===== config.mk =====
export PLATFORM = sky130hd
export DESIGN_NAME = crank_wheel_gen
export DESIGN_NICKNAME = d
export VERILOG_FILES = /design/src/rtl/crank_gen_pkg.sv /design/src/rtl/crank_slot_timer.sv /design/src/rtl/crank_wheel_gen.sv
export SDC_FILE = /design/constraint.sdc
export NUM_CORES = 1
export LEC_CHECK = 0
export ABC_AREA = 1
export CAP_MARGIN = 5
export CORE_MARGIN = 3
export CORE_UTILIZATION = 60
export DETAILED_ROUTE_END_ITERATION = 6
export GPL_ROUTABILITY_DRIVEN = 0
export PLACE_DENSITY = 0.82
export RECOVER_POWER = 50
export SETUP_SLACK_MARGIN = 0.15
export SLEW_MARGIN = 40
export SYNTH_ARGS = -nofsm -noshare
export SYNTH_HDL_FRONTEND = slang
export SYNTH_SLANG_ARGS = --single-unit
export TNS_END_PERCENT = 100

===== constraint.sdc =====
create_clock -name clk -period 4.5 [get_ports clk]
set_input_delay 0.45 -clock clk [delete_from_list [all_inputs] [get_ports clk]]
set_output_delay 0.45 -clock clk [all_outputs]
set_load 0.005 [all_outputs]

===== src/rtl/crank_gen_pkg.sv =====
// ----------------------------------------------------------------------------
// crank_gen_pkg
// Shared types and constants for the synthetic crank trigger-wheel generator.
//   crank_gen_state_t : generator FSM states (IDLE, TOOTH_HI, TOOTH_LO, GAP)
//   PERIOD_MIN        : smallest usable slot period; shorter requests are
//                       stretched to this so every slot has a high and a low
//   DEFAULT_WIDTH     : default width of the period / slot counter
//   DEFAULT_TW        : default width of tooth counts and slot index
// ----------------------------------------------------------------------------
package crank_gen_pkg;

    localparam int DEFAULT_WIDTH = 24;
    localparam int DEFAULT_TW    = 8;
    localparam int PERIOD_MIN    = 2;

    typedef enum logic [1:0] {
        IDLE     = 2'd0,
        TOOTH_HI = 2'd1,
        TOOTH_LO = 2'd2,
        GAP      = 2'd3
    } crank_gen_state_t;

endpackage


===== src/rtl/crank_slot_timer.sv =====
// ----------------------------------------------------------------------------
// crank_slot_timer
// Times one wheel slot. On load it captures the slot period (stretched to
// PERIOD_MIN) and restarts its cycle counter at 0; while running it counts
// 0..P-1 and flags the last high cycle and the last cycle of the slot.
// Ports:
//   clk, rst_n  : clock, asynchronous active-low reset
//   clear       : return the counter to 0 (generator stopped)
//   load        : first cycle of a new slot follows; capture period
//   run         : generator active, advance the counter
//   period      : requested slot period in clk cycles
//   half_hit    : counter is on the last cycle of the high phase, (P>>1)-1
//   end_hit     : counter is on the last cycle of the slot, P-1
// ----------------------------------------------------------------------------
module crank_slot_timer
    import crank_gen_pkg::*;
#(
    parameter int WIDTH = DEFAULT_WIDTH
) (
    input  logic             clk,
    input  logic             rst_n,
    input  logic             clear,
    input  logic             load,
    input  logic             run,
    input  logic [WIDTH-1:0] period,
    output logic             half_hit,
    output logic             end_hit
);

    logic [WIDTH-1:0] cnt;
    logic [WIDTH-1:0] p_reg;
    logic [WIDTH-1:0] p_eff;

    // Periods of 0 or 1 cannot produce a high and a low phase, so they run
    // as the minimum period instead.
    always_comb begin
        p_eff = period;
        if (period < WIDTH'(PERIOD_MIN)) begin
            p_eff = WIDTH'(PERIOD_MIN);
        end
    end

    // The period is only captured at a slot boundary, so a write to period
    // in the middle of a slot never stretches or shortens that slot.
    always_ff @(posedge clk or negedge rst_n) begin
        if (!rst_n) begin
            cnt   <= '0;
            p_reg <= WIDTH'(PERIOD_MIN);
        end else if (clear) begin
            cnt   <= '0;
        end else if (load) begin
            cnt   <= '0;
            p_reg <= p_eff;
        end else if (run) begin
            cnt   <= cnt + WIDTH'(1);
        end
    end

    assign half_hit = (cnt == ((p_reg >> 1) - WIDTH'(1)));
    assign end_hit  = (cnt == (p_reg - WIDTH'(1)));

endmodule


===== src/rtl/crank_wheel_gen.sv =====
// ----------------------------------------------------------------------------
// crank_wheel_gen
// Synthetic crank trigger-wheel generator (e.g. 60-2). Emits a square wave of
// teeth_total slots per revolution; the last teeth_missing slots stay low to
// form the reference gap. Drives the capture input of the angle generator for
// self-test and bench stimulus.
// Optional feature macro: CRANK_GEN_CAM_EN adds a cam phase output that
// toggles at every revolution start; without it, cam is tied to 0.
// Ports:
//   clk, rst_n     : clock, asynchronous active-low reset
//   en             : 1 = run, 0 = stop and return to the reset state
//   period         : slot period in clk cycles (latched per slot, min 2)
//   teeth_total    : slots per revolution (latched at slot 0 start)
//   teeth_missing  : gap slots at the end of the revolution (latched likewise)
//   tooth          : generated wheel signal
//   tooth_num      : current slot index 0..teeth_total-1
//   rev            : one-clk pulse when slot 0 starts
//   cfg_err        : tooth configuration invalid, generator held idle
//   cam            : cam phase (two revolutions per period)
// ----------------------------------------------------------------------------
module crank_wheel_gen
    import crank_gen_pkg::*;
#(
    parameter int WIDTH = DEFAULT_WIDTH,
    parameter int TW    = DEFAULT_TW
) (
    input  logic             clk,
    input  logic             rst_n,
    input  logic             en,
    input  logic [WIDTH-1:0] period,
    input  logic [TW-1:0]    teeth_total,
    input  logic [TW-1:0]    teeth_missing,
    output logic             tooth,
    output logic [TW-1:0]    tooth_num,
    output logic             rev,
    output logic             cfg_err,
    output logic             cam
);

    crank_gen_state_t state;
    logic [TW-1:0]    tt_lat;
    logic [TW-1:0]    tm_lat;
    logic [TW-1:0]    next_slot;
    logic [TW-1:0]    gap_start;
    logic             cfg_ok;
    logic             slot_end;
    logic             start_rev;
    logic             load;
    logic             half_hit;
    logic             end_hit;

    // A wheel needs at least three slots and must keep at least three real
    // teeth; the range check on teeth_missing is only meaningful once
    // teeth_total itself is large enough.
    always_comb begin
        cfg_ok = 1'b0;
        if (teeth_total >= TW'(3)) begin
            cfg_ok = (teeth_missing <= (teeth_total - TW'(3)));
        end
    end

    // Slot sequencing uses the configuration latched at the start of the
    // revolution so a mid-revolution change cannot break the current lap.
    // start_rev covers both a fresh start from IDLE and the wrap back to
    // slot 0, which is where the configuration is sampled again.
    always_comb begin
        next_slot = tooth_num + TW'(1);
        if (tooth_num == (tt_lat - TW'(1))) begin
            next_slot = '0;
        end
        gap_start = tt_lat - tm_lat;
        slot_end  = ((state == TOOTH_LO) || (state == GAP)) && end_hit;
        start_rev = en && cfg_ok &&
                    ((state == IDLE) || (slot_end && (next_slot == '0)));
        load      = en && (((state == IDLE) && cfg_ok) || slot_end);
    end

    crank_slot_timer #(
        .WIDTH (WIDTH)
    ) u_slot_timer (
        .clk      (clk),
        .rst_n    (rst_n),
        .clear    (!en),
        .load     (load),
        .run      (state != IDLE),
        .period   (period),
        .half_hit (half_hit),
        .end_hit  (end_hit)
    );

    // Generator FSM. All outputs are registered here and change on the clk
    // that enters the new phase, so tooth, tooth_num and rev move together
    // at a slot boundary. Dropping en parks everything except cfg_err, which
    // keeps reporting the last configuration verdict.
    always_ff @(posedge clk or negedge rst_n) begin
        if (!rst_n) begin
            state     <= IDLE;
            tooth     <= 1'b0;
            tooth_num <= '0;
            rev       <= 1'b0;
            cfg_err   <= 1'b0;
            tt_lat    <= '0;
            tm_lat    <= '0;
        end else if (!en) begin
            state     <= IDLE;
            tooth     <= 1'b0;
            tooth_num <= '0;
            rev       <= 1'b0;
        end else begin
            rev <= 1'b0;
            if (start_rev) begin
                state     <= TOOTH_HI;
                tooth     <= 1'b1;
                tooth_num <= '0;
                rev       <= 1'b1;
                cfg_err   <= 1'b0;
                tt_lat    <= teeth_total;
                tm_lat    <= teeth_missing;
            end else begin
                case (state)
                    IDLE: begin
                        cfg_err <= 1'b1;
                    end
                    TOOTH_HI: begin
                        if (half_hit) begin
                            state <= TOOTH_LO;
                            tooth <= 1'b0;
                        end
                    end
                    TOOTH_LO, GAP: begin
                        if (end_hit) begin
                            if (next_slot == '0) begin
                                state     <= IDLE;
                                tooth     <= 1'b0;
                                tooth_num <= '0;
                                cfg_err   <= 1'b1;
                            end else if (next_slot >= gap_start) begin
                                state     <= GAP;
                                tooth     <= 1'b0;
                                tooth_num <= next_slot;
                            end else begin
                                state     <= TOOTH_HI;
                                tooth     <= 1'b1;
                                tooth_num <= next_slot;
                            end
                        end
                    end
                    default: begin
                        state <= IDLE;
                    end
                endcase
            end
        end
    end

`ifdef CRANK_GEN_CAM_EN
    // Cam phase flips once per revolution, giving one cam cycle per 720 deg.
    always_ff @(posedge clk or negedge rst_n) begin
        if (!rst_n) begin
            cam <= 1'b0;
        end else if (!en) begin
            cam <= 1'b0;
        end else if (start_rev) begin
            cam <= ~cam;
        end
    end
`else
    assign cam = 1'b0;
`endif

endmodule


==> summary.txt <==
CTS
  – Reg clk slew, reported paths: 0.08 ns
  – CTS buffer count: 9
  – CTS Root Cell: clkbuf_8
  – CTS tree: yes
  – H-tree depth: 3
  – Hold Buf Count CTS: 0
  – Post-CTS setup buffer count: 0
  – Max clock buf depth: 2
  – Clock Sinks: 77
  – Clk Latency, worst-skew pair: 0.36 ns
  – Post-cts sizing count: 0

Floorplanning
  – Row count: 37
  – I/O pin cnt: 55
  – Initial Utilization: 0.627
  – Die width: 111 µm
  – DIE AREA: 0.0122 mm²
  – Placeable Area: 0.0105 mm²
  – Die H: 111 µm

Route
  – WL final: 16400 µm
  – # DRC: 0
  – Avg Vias per Cell: 5.42
  – Final ANT Viol Nets: 0
  – WL/cell: 14.4 µm
  – Drt initial violations: 537
  – Vias after detailed routing: 6152
  – Pre-antenna DRT Iters: 5

GRT
  – Tot GR Track Use: 0.270
  – Initial antenna violation count: 0
  – Largest net degree at the start of global routing: 78
  – Grt total ovfl: 0
  – Vias in the first global route: 5762
  – Wire length of the first global-routing pass: 27600 µm

Synthesis
  – Number of synthesized flops with an enable pin: 0
  – Seq/Total Area, Yosys: 0.294
  – Seq cells post-synth: 77
  – Ranking of synthesized cells by area: dfrtp_1 29%, nand2_1 13%, xor2_1 8.4%, inv_1 7.4%, nor2_1 6.2%
  – Warning count from the yosys run: 0
  – Top post-synthesis cells by count: 234 x nand2_1, 130 x inv_1, 108 x nor2_1
  – Post-synth ARST share: 1.00
  – Syn_nets: 1025
  – Syn avg cell area: 6.90 µm²
  – Synth cell types: 45
  – Area share of the largest cell type after synthesis: 0.290
  – Mapped cell area: 0.00657 mm²
  – Cell count after synthesis: 952
  – Ys flop type: dfrtp_1
  – Synth area leader: dfrtp_1
  – Count leader, synth: nand2_1

STA
  – Fin Clk Skew: 0.0106 ns
  – RSZ-0062 raised after global routing: false
  – Min Hold Slack: 0.503 ns
  – # setup viols final: 0
  – Worst slew pin tran: 3.37 ns
  – Final Critical Period: 3.34 ns
  – Tcrit/Tclk final: 0.743
  – Slew HR: -1.25
  – Peak Freq: 299 MHz
  – Final hold viol count: 0
  – Fin. max-slew vios: 78
  – Fin Setup TNS: 0 ns

Worst setup path
  – Worst path bufs/invs: 3
  – Crit path max fanout: 40
  – Worst r2r path cells: 19
  – Critical Path Source: teeth_total[1]
  – Kind of critical path: in -> reg
  – Type of origin of the critical path: input port
  – Required @ worst endpoint: 4.75 ns
  – CP max-delay cell: clkdlybuf4s50_1
  – Critical Path Sink Type: flip-flop
  – Peak per-stage delay on the critical path: 0.47 ns
  – Crit-path cells: clkdlybuf4s50_1 -> ha_1 -> nor3_1 -> nand2_1 -> xor2_1 -> ha_1 -> nand2_1 -> nor2_1 -> nand3_1 -> o21ai_0 -> nand3_1 -> nand2_4 -> inv_2 -> nor2_8 -> inv_6 -> nand2_1 -> o21ai_2
  – Origin of the critical flop-to-flop path: u_slot_timer.p_reg[0]$_DFFE_PN0P_
  – CP arrival: 3.59 ns
  – Kind of cell adding the most delay to the critical path: simple AND/OR/NAND/NOR gates
  – Crit-path most repeated cell: nand2_1
  – CP Depth: 17

Min path
  – Worst Min Path Start: tooth$_DFFE_PN0P_
  – Worst min path class: reg -> reg
  – Hold depth: 2

Placement
  – Post-DP HPWL: 13000 µm
  – Port Buffers: 53

Status
  – Status: complete, but fails checks
  – Failing checks: max-capacitance violations, max-slew violations

Finish
  – Share of layout cells above drive strength 1: 0.0531
  – Layout area overhead: 11.5%
  – Layout Utilization: 0.699
  – Post-layout nets: 1067
  – Ant diodes: 0
  – FILL cells: 938

Power and ir drop
  – Pleak: 3.70 nW
  – VDD IR max: 0.292 mV
  – Pwr Density: 560 mW/mm²

Run
  – Max-Cap Viols: 1
## final cells by class
cell class                      count  area (µm²)  share of cell area
Multi-Input combinational cell    717        3970               0.543
Sequential cell                    77        1930               0.264
Timing Repair Buffer               53         529              0.0723
Inverter                          136         515              0.0705
Tap cell                          136         170              0.0233
Clock buffer                       11         141              0.0193
Clock inverter                      5        58.8             0.00804
## per-layer routing
layer	track usage	wire, µm
met1	0.408	7910
met5	0	0
met3	0.0433	1100
met4	0.0640	139
met2	0.405	7220
## tightest hold or removal path: cells and delay by family, from the launching register on
family	cells	cell delay, ns
simple gates	2	0.11
flops	1	0.37
## final timing paths
path                       slack (ns)                                 end
max in group asynchronous        1.23   u_slot_timer.p_reg[9]$_DFFE_PN0P_
hold / removal                   0.50                   tooth$_DFFE_PN0P_
setup reg to reg                 1.20  u_slot_timer.p_reg[13]$_DFFE_PN0P_
hold reg to reg                  0.50                   tooth$_DFFE_PN0P_
min in group asynchronous        1.39            tooth_num[4]$_DFFE_PN0P_
setup / recovery                 1.16  u_slot_timer.p_reg[13]$_DFFE_PN0P_
## where the power goes
group / internal, mW / switching (mW) / total (mW)
Sequential: 0.896 / 0.299 / 1.20
Combinational: 0.908 / 1.45 / 2.36
Clock: 0.273 / 0.272 / 0.544
Total: 2.08 / 2.02 / 4.10
## cells by family (layout without fill, tap and decap cells)
group,Yosys count,after routing,share of synthesized area
other cells,1,1,0.000571
fa+ha+maj,30,30,0.0583
simple gates,501,501,0.341
compound gates,98,98,0.0812
buf+inv,158,205,0.101
xor+xnor,87,87,0.124
flops,77,77,0.294
## layout by cell type, fill, tap and decap left out, types with 3 or more instances in the layout
cell type / n
clkdlybuf4s50_1: 47
nor2_4: 5
nand3b_1: 4
o21ai_1: 14
nor2_1: 108
a21oi_1: 27
ha_1: 29
nand2_1: 234
dfrtp_1: 76
dlygate4sd3_1: 5
clkbuf_8: 10
xnor3_1: 4
o21ai_0: 44
nand4_1: 26
o21ai_2: 3
nand2_4: 3
xnor2_1: 20
nor2_2: 6
inv_2: 5
xor2_1: 63
nand3_1: 77
nor3_1: 18
nand2_2: 8
a211oi_1: 3
inv_1: 130
nor4_1: 5
## stage by stage
| step | cells | worst slack (ns) | power (mW) | instance area, µm² |
|---|---|---|---|---|
| after global routing | 1135 | 0.487 | 4.47 | 7320 |
| final | 1135 | 1.16 | 4.10 | 7320 |
| after detailed placement | 1119 | 0.796 | 3.53 | 7120 |
| after CTS | 1135 | 1.18 | 4.08 | 7320 |
| after floorplan | 952 | 1.79 | 2.99 | 6570 |
| after global placement | 1119 | 0.913 | 3.46 | 7120 |
Power figures use the tool's default switching activity.
